--- src/rtl/rtc_read_sequencer.sv ---
// Copies nine RTC registers into the register memory: opens the write window,
// reads each RTC register over a req/ack handshake, writes it, then waits for the memory copy.
module rtc_read_sequencer #(
    parameter int ACK_TIMEOUT   = 64,
    parameter int READY_TIMEOUT = 64
) (
    input  logic       clk,
    input  logic       reset,
    input  logic       start,
    output logic       rtc_req,
    output logic [7:0] rtc_addr,
    input  logic       rtc_ack,
    input  logic [7:0] rtc_data,
    output logic [3:0] ADD1,
    output logic [7:0] DAT1,
    output logic       w1,
    output logic       whileT,
    input  logic       actready,
    output logic       busy,
    output logic       err
);

    // state      | meaning
    // IDLE       | waiting for start
    // OPEN       | write window open, two settle cycles before the first read
    // REQ        | present rtc_addr for entry k, load ack timer
    // WAIT_ACK   | rtc_req high until rtc_ack or ack timeout
    // WRITE      | one-cycle w1 strobe with captured data
    // CLOSE      | drop whileT, load ready timer
    // WAIT_READY | wait for actready rising edge or ready timeout
    typedef enum logic [2:0] {
        S_IDLE, S_OPEN, S_REQ, S_WAIT_ACK, S_WRITE, S_CLOSE, S_WAIT_READY
    } state_t;

    localparam int T_MAX  = (ACK_TIMEOUT > READY_TIMEOUT) ? ACK_TIMEOUT : READY_TIMEOUT;
    localparam int TW_RAW = $clog2(T_MAX + 1);
    localparam int TW     = (TW_RAW < 7) ? 7 : TW_RAW;
    localparam logic [TW-1:0] ACK_LOAD   = TW'(ACK_TIMEOUT - 1);
    localparam logic [TW-1:0] READY_LOAD = TW'(READY_TIMEOUT - 1);
    localparam logic [TW-1:0] OPEN_LOAD  = TW'(1);

    function automatic logic [7:0] rtc_of(input logic [3:0] idx);
        case (idx)
            4'd0:    rtc_of = 8'h21;
            4'd1:    rtc_of = 8'h22;
            4'd2:    rtc_of = 8'h23;
            4'd3:    rtc_of = 8'h24;
            4'd4:    rtc_of = 8'h25;
            4'd5:    rtc_of = 8'h26;
            4'd6:    rtc_of = 8'h41;
            4'd7:    rtc_of = 8'h42;
            4'd8:    rtc_of = 8'h43;
            default: rtc_of = 8'h00;
        endcase
    endfunction

    function automatic logic [3:0] mem_of(input logic [3:0] idx);
        case (idx)
            4'd0, 4'd1, 4'd2, 4'd3, 4'd4, 4'd5: mem_of = idx;
            4'd6:    mem_of = 4'd8;
            4'd7:    mem_of = 4'd9;
            4'd8:    mem_of = 4'd10;
            default: mem_of = 4'hF;
        endcase
    endfunction

    state_t        state, state_n;
    logic [3:0]    k, k_n;
    logic [TW-1:0] timer, timer_n;
    logic          err_q, err_n;
    logic [7:0]    addr_q, addr_n;
    logic [3:0]    add1_q, add1_n;
    logic [7:0]    dat1_q, dat1_n;
    logic          act_q, act_q2;
    logic          ready_rise;
    logic          last;

    assign ready_rise = act_q & ~act_q2;
    assign last       = (k == 4'd8);

    always_ff @(posedge clk) begin
        if (reset) begin
            state  <= S_IDLE;
            k      <= '0;
            timer  <= '0;
            err_q  <= 1'b0;
            addr_q <= 8'h00;
            add1_q <= 4'hF;
            dat1_q <= 8'h00;
            act_q  <= 1'b0;
            act_q2 <= 1'b0;
        end else begin
            state  <= state_n;
            k      <= k_n;
            timer  <= timer_n;
            err_q  <= err_n;
            addr_q <= addr_n;
            add1_q <= add1_n;
            dat1_q <= dat1_n;
            act_q  <= actready;
            act_q2 <= act_q;
        end
    end

    always_comb begin
        state_n = state;
        k_n     = k;
        timer_n = timer;
        err_n   = err_q;
        addr_n  = addr_q;
        add1_n  = add1_q;
        dat1_n  = dat1_q;
        case (state)
            S_IDLE: begin
                if (start) begin
                    state_n = S_OPEN;
                    k_n     = '0;
                    err_n   = 1'b0;
                    timer_n = OPEN_LOAD;
                end
            end
            S_OPEN: begin
                if (timer == '0) state_n = S_REQ;
                else             timer_n = timer - 1'b1;
            end
            S_REQ: begin
                addr_n  = rtc_of(k);
                timer_n = ACK_LOAD;
                state_n = S_WAIT_ACK;
            end
            S_WAIT_ACK: begin
                if (rtc_ack) begin
                    dat1_n  = rtc_data;
                    add1_n  = mem_of(k);
                    timer_n = '0;
                    state_n = S_WRITE;
                end else if (timer == '0) begin
                    // unanswered entry is skipped without a write
                    err_n = 1'b1;
                    if (last) begin
                        state_n = S_CLOSE;
                    end else begin
                        k_n     = k + 4'd1;
                        state_n = S_REQ;
                    end
                end else begin
                    timer_n = timer - 1'b1;
                end
            end
            S_WRITE: begin
                if (last) begin
                    state_n = S_CLOSE;
                end else begin
                    k_n     = k + 4'd1;
                    state_n = S_REQ;
                end
            end
            S_CLOSE: begin
                timer_n = READY_LOAD;
                state_n = S_WAIT_READY;
            end
            S_WAIT_READY: begin
                if (ready_rise) begin
                    timer_n = '0;
                    state_n = S_IDLE;
                end else if (timer == '0) begin
                    err_n   = 1'b1;
                    state_n = S_IDLE;
                end else begin
                    timer_n = timer - 1'b1;
                end
            end
            default: state_n = S_IDLE;
        endcase
    end

    assign rtc_req  = (state == S_WAIT_ACK);
    assign w1       = (state == S_WRITE);
    assign whileT   = (state == S_OPEN) || (state == S_REQ) || (state == S_WAIT_ACK) ||
                      (state == S_WRITE) || (state == S_CLOSE);
    assign busy     = (state != S_IDLE);
    assign err      = err_q;
    assign rtc_addr = addr_q;
    assign ADD1     = add1_q;
    assign DAT1     = dat1_q;

endmodule

--- config.mk ---
export PLATFORM = sky130hd
export DESIGN_NAME = rtc_read_sequencer
export DESIGN_NICKNAME = d
export VERILOG_FILES = /design/src/rtl/rtc_read_sequencer.sv
export SDC_FILE = /design/constraint.sdc
export NUM_CORES = 1
export LEC_CHECK = 0
export BUFFER_PORTS_ARGS = -buffer_cell sky130_fd_sc_hd__buf_2
export CAP_MARGIN = 20
export CORE_UTILIZATION = 45
export CTS_CLUSTER_DIAMETER = 100
export DETAILED_ROUTE_END_ITERATION = 8
export PLACE_DENSITY = 0.79
export RECOVER_POWER = 100
export REMOVE_ABC_BUFFERS = 1
export SLEW_MARGIN = 20
export SYNTH_ARGS = -nofsm -noshare
export SYNTH_HDL_FRONTEND = slang
export SYNTH_SLANG_ARGS = --single-unit
--- constraint.sdc ---
create_clock -name clk -period 4.7 [get_ports clk]
set_input_delay 0.94 -clock clk [delete_from_list [all_inputs] [get_ports clk]]
set_output_delay 0.94 -clock clk [all_outputs]
set_load 0.05 [all_outputs]
==> results.cfg, run 1 <==
[route]
antenna_left = 0
viasPerCell = 5.63
route.vias.total = 1723
drt_iter0_drc = 105
drc = 0
wire_per_inst_um = 13.2
dr.pass1.iters = 5
drt_wl_total_um = 4040

[grt]
use_met1_pct = 25.4
use_met2_pct = 29.1
grt_pass1_wl_um = 6390
track_usage_pct = 19.1
grt_antenna_before_repair = 0
grt-busiest-layer = met2
use_met3_pct = 4.14
overflow = 0
grt_pass1_vias = 1455
grt_max_degree = 32

[floorplan]
die_h_um = 66.0
ioPinCount = 38
die-area_sq_um = 4350
core_sq_um = 3800
rows = 22
die_w_um = 66.0
start_util_pct = 48.5

[sta]
tightest_slew_ps = 1370
slew_headroom_pct = 8.72
post-route-period-util_pct = 58.8
slew_viol_final = 0
finalSetupViolCount = 0
rsz0062_at_grt = false
tns_ps = 0
final.min_clock_period_ps = 2770
fmax_mhz = 362
hold_viol = 0
skew_ps = 6.01
layout_setup_ws_ps = 1930

[cells_and_area]
layout.cells.non_filler = 306
syn2layout_area_growth_pct = 11.2
final_util_pct = 53.9
fin_nets = 276
diodes = 0
area.sequential_sq_um = 681
n_fill_cell = 370
drive_above_1_share_pct = 9.30
multiInputGateArea_sq_um = 1020

[logic_synthesis]
synth_top_area_share_pct = 37.0
synth_edf_count = 0
synth_top_cell_by_area = dfxtp_1
yosysSeqAreaShare_pct = 37.0
synthTopCellsByArea = dfxtp_1, nand2_1, a21oi_1
yosysWarnings = 0
syn_inst = 229
ys_types = 50
synth-main-ff-cell = dfxtp_1
syn-mean-instance-area_sq_um = 8.04
synthArstFlopShare_pct = 0
syn_area_sq_um = 1840
ys_seq_elements = 34

[worst_setup_path]
crit_required_ps = 3760
crit_chain = and3b_1, clkbuf_1
cp_top_family = flip-flops
start_kind = flop
critPathMaxStageDelay_ps = 670
cp_slowest_cell = dfxtp_1
arrival_ps = 1830
end_kind = primary output
critPathMaxFanout = 16
crit_buf_inv = 1
critPathKind = reg2out

[clock_network]
cts_hold_buf = 0
tritoncts = built
ctsRootBufferMaster = clkbuf_8
cts_buffer_depth = 2
numCtsBuffers = 5
cts_setup_buffers = 0
cts_resized = 0
worstSkewPairLatency_ps = 290
cts_htree_levels = 2
clock_sinks = 34
clkSlewWorstSetupHoldPaths_ps = 70

[placed_design]
place_hpwl_um = 2770
pre_cts_ws_ps = 2360
port-buffer-count = 34
dp.cells = 298
routabilityCongestion = 0.914

[power]
p_int_uw = 707
clockPowerShare_pct = 19.5
p_per_area_nw_per_um2 = 659
combinationalPowerShare_pct = 48.4
seqPwrFrac_pct = 32.2
ir_worst_vdd_mv = 0.560
switching_power_uw = 644
switching_share_pct = 47.7
leakage_nw = 0.751

[outcome]
status = completed

[run]
drv_cap = 0

[hold_path]
hp-class = reg2reg
==> tightest hold or removal path: stages (launching register included) <==
cell	delay (ps)
dfxtp_1	310
nand2_1	50
a21oi_1	50
==> sequential cells by signal, summed over array words and instances, names as in the netlist <==
register  flops
k             4
rtc_addr      5
DAT1          8
state         3
timer         7
act_q         1
act_q2        1
ADD1          4
err           1
==> layout make-up <==
type / instances / share of cell area, %
inverter: 10 / 1.83
clock inverter: 3 / 1.95
clock buffer: 5 / 3.36
tap: 48 / 2.93
multi-input combinational: 172 / 49.8
timing repair buffer: 34 / 6.90
sequential: 34 / 33.2
==> Yosys cell counts (all sizes together), types with 2 or more instances <==
library cell,number
and3,2
buf,9
nor4b,2
o32a,2
nand3b,3
nor2b,3
dfxtp,34
a31oi,7
nand2,35
nand4,2
a211oi,3
nand3,5
o21ai,15
nor3,5
mux2i,2
inv,10
nand2b,2
o211ai,5
a21o,2
xnor2,2
or3,2
and2,3
nor3b,4
clkbuf,6
ha,6
and3b,2
nor2,21
a21oi,20
==> per-stage QoR <==
step | hold slack (ps) | power, mW | cell area, sq um
final | 455 | 1.35 | 2050
after global routing | 482 | 1.44 | 2050
after CTS | 452 | 1.39 | 2100
after detailed placement | 441 | 1.11 | 1990
after global placement | 434 | 1.11 | 1990
after floorplan | 430 | 0.971 | 1760
==> worst paths after layout <==
| path | startpoint | end | slack (ps) | cells after the start |
|---|---|---|---|---|
| hold reg to reg | DAT1[7] | DAT1[7] | 460 | 2 |
| setup reg to reg | timer[0] | state[0] | 2220 | 7 |
| hold / removal | DAT1[7] | DAT1[7] | 460 | 2 |
| setup / recovery | state[0] | rtc_req | 1930 | 2 |
==> kinds of logic (layout without fill, tap and decap cells) <==
family          after synthesis  in the layout  synth area share (%)
compound gates               64             64                  23.7
xor+xnor                      2              2                 0.951
fa+ha+maj                     6              6                  4.08
buf+inv                      25             52                  6.73
flops                        34             34                  37.0
mux                           2              2                  1.09
other cells                   1              3                 0.204
simple gates                 95             95                  26.3
==> metal layers <==
| metal | part of all wire, % | vias to the layer above |
|---|---|---|
| met3 | 8.0 | 6 |
| met1 | 46 | 762 |
| li1 | - | 858 |
| met2 | 45 | 97 |
| met4 | 1.4 | 0 |
| met5 | 0 | - |
==> power groups by stage <==
stage	clock [mW]	sequential (mW)	combinational (mW)
after floorplan	0	0.500	0.471
after global placement	0	0.441	0.669
after detailed placement	0	0.441	0.674
after CTS	0.270	0.436	0.680
after global routing	0.285	0.447	0.705
final	0.263	0.435	0.653
==> layout by cell type (no fill, tap or decap), types with 3 or more instances in the layout <==
cell type  instances
nand2_1           35
dfxtp_1           34
clkbuf_1          23
nor2_1            21
a21oi_1           20
o21ai_0           14
buf_2             11
inv_1             10
a31oi_1            7
ha_1               6
nor3_1             5
o211ai_1           5
nand3_1            5
clkbuf_8           5
nor3b_1            4
nand3b_1           3
nor2b_1            3
a211oi_1           3
conb_1             3
Note: power is estimated with default switching activity, not from simulation.
==> run 2, diff against run 1 <==
Clock period 4.7 ns to 2.8 ns, I/O delays scaled along.
==> results.cfg, run 2 (synthesis gave the netlist of run 1 again) <==
[floorplan]
die-area_sq_um = 4350
rows = 22
core_sq_um = 3800
start_util_pct = 48.5
die_h_um = 66.0
ioPinCount = 38
die_w_um = 66.0

[worst_setup_path]
arrival_ps = 1880
critPathMaxStageDelay_ps = 570
end_kind = primary output
cp_num_cells = 3
crit_chain = inv_1, nor3_1, clkbuf_1
cp_top_family = buffers and inverters
critPathMaxFanout = 13
critPathKind = reg2out
crit_required_ps = 2240
cp_slowest_cell = dfxtp_1
crit_buf_inv = 2
ff2ff_path_depth = 7
start_kind = flop

[placed_design]
pre_cts_ws_ps = 715
port-buffer-count = 34
routabilityCongestion = 0.843
dp.cells = 298
place_hpwl_um = 2780

[grt]
grt_pass1_vias = 1509
track_usage_pct = 20.6
grt_max_degree = 32
overflow = 0
grt_pass1_wl_um = 6890
grt_antenna_before_repair = 0

[route]
viasPerCell = 5.61
drt_iter0_drc = 96
dr_wl_met3_um = 249
wl_met1_um = 2060
wire_per_inst_um = 13.8
route.vias.total = 1716
highest_layer = met4
dr.pass1.iters = 4
antenna_left = 0
route.met2.wl_um = 1830
drt_wl_total_um = 4230
drc = 0

[sta]
slew_headroom_pct = 11.6
skew_ps = 5.82
finalSetupViolCount = 0
hold_viol = 0
tns_ps = 0
fmax_mhz = 411
slew_viol_final = 0
tightest_slew_ps = 1330
layout_setup_ws_ps = 364
final.min_clock_period_ps = 2440
post-route-period-util_pct = 87.0
rsz0062_at_grt = false

[clock_network]
clock_sinks = 34
cts_hold_buf = 0
worstSkewPairLatency_ps = 290
clkSlewWorstSetupHoldPaths_ps = 70
ctsRootBufferMaster = clkbuf_8
cts_buffer_depth = 2
cts_htree_levels = 2
cts_resized = 0
numCtsBuffers = 5
cts_setup_buffers = 0
tritoncts = built

[cells_and_area]
diodes = 0
layout.cells.non_filler = 306
layout_commonest_cell = nand2_1
drive_above_1_share_pct = 8.91
layout_common_cells = nand2_1, dfxtp_1, clkbuf_1
fin_nets = 276
n_fill_cell = 361
syn2layout_area_growth_pct = 10.1
largest_register_ffs = 8

[power]
seqPwrFrac_pct = 33.0
switching_share_pct = 49.1
switching_power_mw = 1.10
clockPowerShare_pct = 16.8
combinationalPowerShare_pct = 50.2
ir_worst_vdd_mv = 1.00
leakage_nw = 0.749
p_per_area_nw_per_um2 = 1100
p_int_mw = 1.14

[hold_path]
hp-class = reg2reg
min_path_cells = 2

[outcome]
status = completed

[run]
drv_cap = 0
## run 2: cell count changes in the layout (fill, tap and decap cells not counted)
| cell | change |
|---|---|
| a2111oi_0 | +1 |
| a2111oi_2 | -1 |
| bufinv_16 | -1 |
| clkbuf_1 | +1 |
| clkbuf_8 | +1 |
| clkinv_2 | -1 |
| nor4b_1 | -1 |
| nor4b_4 | +1 |
| o32ai_2 | +1 |
| o32ai_4 | -1 |
## run 2: tightest hold or removal path: cells and delay by family, from the launching register on
family           cells  cell delay (ps)
flip-flops           1              310
AND/OR/NAND/NOR      1               50
AO/OA/AOI/OAI        1               50
## run 2: stage by stage
step,power (mW),area (sq um),hold slack [ps],util (%)
6_report,2.23,2030,457,53.4
5_1_grt,2.39,2030,480,53.4
4_1_cts,2.28,2080,457,54.9
3_5_place_dp,1.88,1990,447,52.5
3_3_place_gp,1.87,1990,434,52.5
2_1_floorplan,1.63,1760,430,-
## run 2: path summary, 6_finish.rpt
check        slack, ps      end      from
max                360       w1  state[2]
min                460  DAT1[4]   DAT1[4]
max reg2reg        500     k[3]      k[0]
min reg2reg        460  DAT1[4]   DAT1[4]
## run 2: final cells by class
cell class,count,area (sq um),share of cell area (%)
timing repair buffer,34,141,6.97
inverter,10,37.5,1.85
tap,48,60.1,2.96
multi-input combinational,172,1020,50.2
clock buffer,7,86.3,4.26
clock inverter,1,5.00,0.247
sequential,34,681,33.6
## run 2: power groups by stage
stage	Clock, mW	Sequential (mW)	Combinational, mW
5_1_grt	0.407	0.757	1.22
4_1_cts	0.383	0.734	1.16
3_5_place_dp	0	0.741	1.14
3_3_place_gp	0	0.735	1.13
6_report	0.375	0.738	1.12
2_1_floorplan	0	0.840	0.791
## run 2: layer usage
layer  up-vias  GRT usage (%)
li1        854              -
met1       788           26.1
met2        61           31.9
met3        13           5.69
met4         0           10.4
met5         -              0
==> run 3, diff against run 2 <==
Settings changed: CORE_MARGIN set to 3.
==> results.cfg, run 3 (synthesis gave the netlist of run 1 again) <==
[sta]
final.min_clock_period_ps = 2350
rsz0062_at_grt = false
hold_viol = 0
post-route-period-util_pct = 83.8
slew_headroom_pct = 12.6
tns_ps = 0
slew_viol_final = 0
skew_ps = 8.27
fmax_mhz = 426
whs_ps = 456
tightest_slew_ps = 1310
finalSetupViolCount = 0

[cells_and_area]
layout_commonest_cell = nand2_1
n_fill_cell = 389
largest_register_ffs = 8
area.sequential_sq_um = 681
multiInputGateArea_sq_um = 1020
layout_common_cells = nand2_1, dfxtp_1, clkbuf_1
fin_nets = 276
drive_above_1_share_pct = 8.91
syn2layout_area_growth_pct = 10.6
diodes = 0

[route]
dr.pass1.iters = 4
antenna_left = 0
drt_wl_total_um = 3950
viasPerCell = 5.41
drc = 0
drt_iter0_drc = 95
route.vias.total = 1655
wire_per_inst_um = 12.9

[worst_setup_path]
cp_slowest_cell = dfxtp_1
crit_buf_inv = 2
critPathMaxStageDelay_ps = 540
end_kind = primary output
r2r_setup_slack_ps = 640
cp_top_family = buffers and inverters
critPathKind = reg2out
arrival_ps = 1790
start_kind = flop
crit_required_ps = 2240
critPathMaxFanout = 13
crit_chain = inv_1, nor3_1, clkbuf_1

[floorplan]
core_sq_um = 3800
die_w_um = 70.0
die-area_sq_um = 4900
die_h_um = 70.0
ioPinCount = 38
rows = 22
start_util_pct = 48.5

[clock_network]
numCtsBuffers = 5
cts_setup_buffers = 0
cts_hold_buf = 0
tritoncts = built
cts_resized = 0
clock_sinks = 34
cts_buffer_depth = 2
clkSlewWorstSetupHoldPaths_ps = 70
ctsRootBufferMaster = clkbuf_8
worstSkewPairLatency_ps = 290
cts_htree_levels = 2

[grt]
track_usage_pct = 16.7
grt_pass1_wl_um = 6690
grt_max_degree = 32
grt_pass1_vias = 1472
overflow = 0
grt_antenna_before_repair = 0

[placed_design]
routabilityCongestion = 0.883
port-buffer-count = 34
place_hpwl_um = 2760

[outcome]
status = completed

[power]
leakage_nw = 0.747
p_per_area_nw_per_um2 = 1090
ir_worst_vdd_mv = 0.680

[run]
drv_cap = 0

[hold_path]
hp-class = reg2reg
==> run 3: cell types whose count changed in the layout (fill, tap and decap cells not counted) <==
cell / before / now
o32ai_2: 1 / 0
clkinvlp_4: 0 / 1
and2_1: 2 / 1
and2_0: 1 / 2
clkbuf_1: 24 / 23
nand4_1: 1 / 2
o32ai_4: 0 / 1
nand4_2: 1 / 0
==> run 3: final timing paths <==
kind,from,to,cells past startpoint
max,state[2],w1,3
min,DAT1[1],DAT1[1],2
max reg2reg,k[0],k[3],7
min reg2reg,DAT1[1],DAT1[1],2
==> run 3: per-stage QoR <==
step	total power [mW]	instance area [sq um]	setup slack, ps	instances	utilization [%]
6_report	2.22	2040	453	306	53.6
5_1_grt	2.40	2040	354	306	53.6
4_1_cts	2.27	2090	638	306	55.0
3_5_place_dp	1.87	1990	730	298	52.5
3_3_place_gp	1.87	1990	807	298	52.5
2_1_floorplan	1.63	1760	453	216	-
==> run 3: worst register-to-register path: stages (launching register included) <==
cell and delay (ps):
dfxtp_1 460, inv_1 120, ha_1 250, nand3b_1 250, nand4_1 160, a2111oi_0 570, xnor2_1 180, nor2_1 50
==> run 3: final cells by class <==
class	instances	area share (%)
Clock buffer	6	4.05
Tap cell	48	2.95
Multi-Input combinational cell	172	50.2
Sequential cell	34	33.4
Inverter	10	1.84
Clock inverter	2	0.614
Timing Repair Buffer	34	6.94
==> run 3: metal layers <==
layer | track usage [%] | share of wire (%) | wire length (um) | up-vias
li1 | - | - | - | 852
met2 | 23.5 | 41 | 1620 | 74
met5 | 0 | 0 | 0 | -
met4 | 8.09 | 2.1 | 82 | 0
met1 | 22.7 | 49 | 1940 | 721
met3 | 5.32 | 7.7 | 303 | 8
==> run 3: power breakdown <==
group | switching (mW) | leakage (nW) | internal (mW)
Combinational | 0.752 | 0.422 | 0.351
Clock | 0.184 | 0.0472 | 0.197
Sequential | 0.140 | 0.277 | 0.591
Total | 1.08 | 0.747 | 1.14
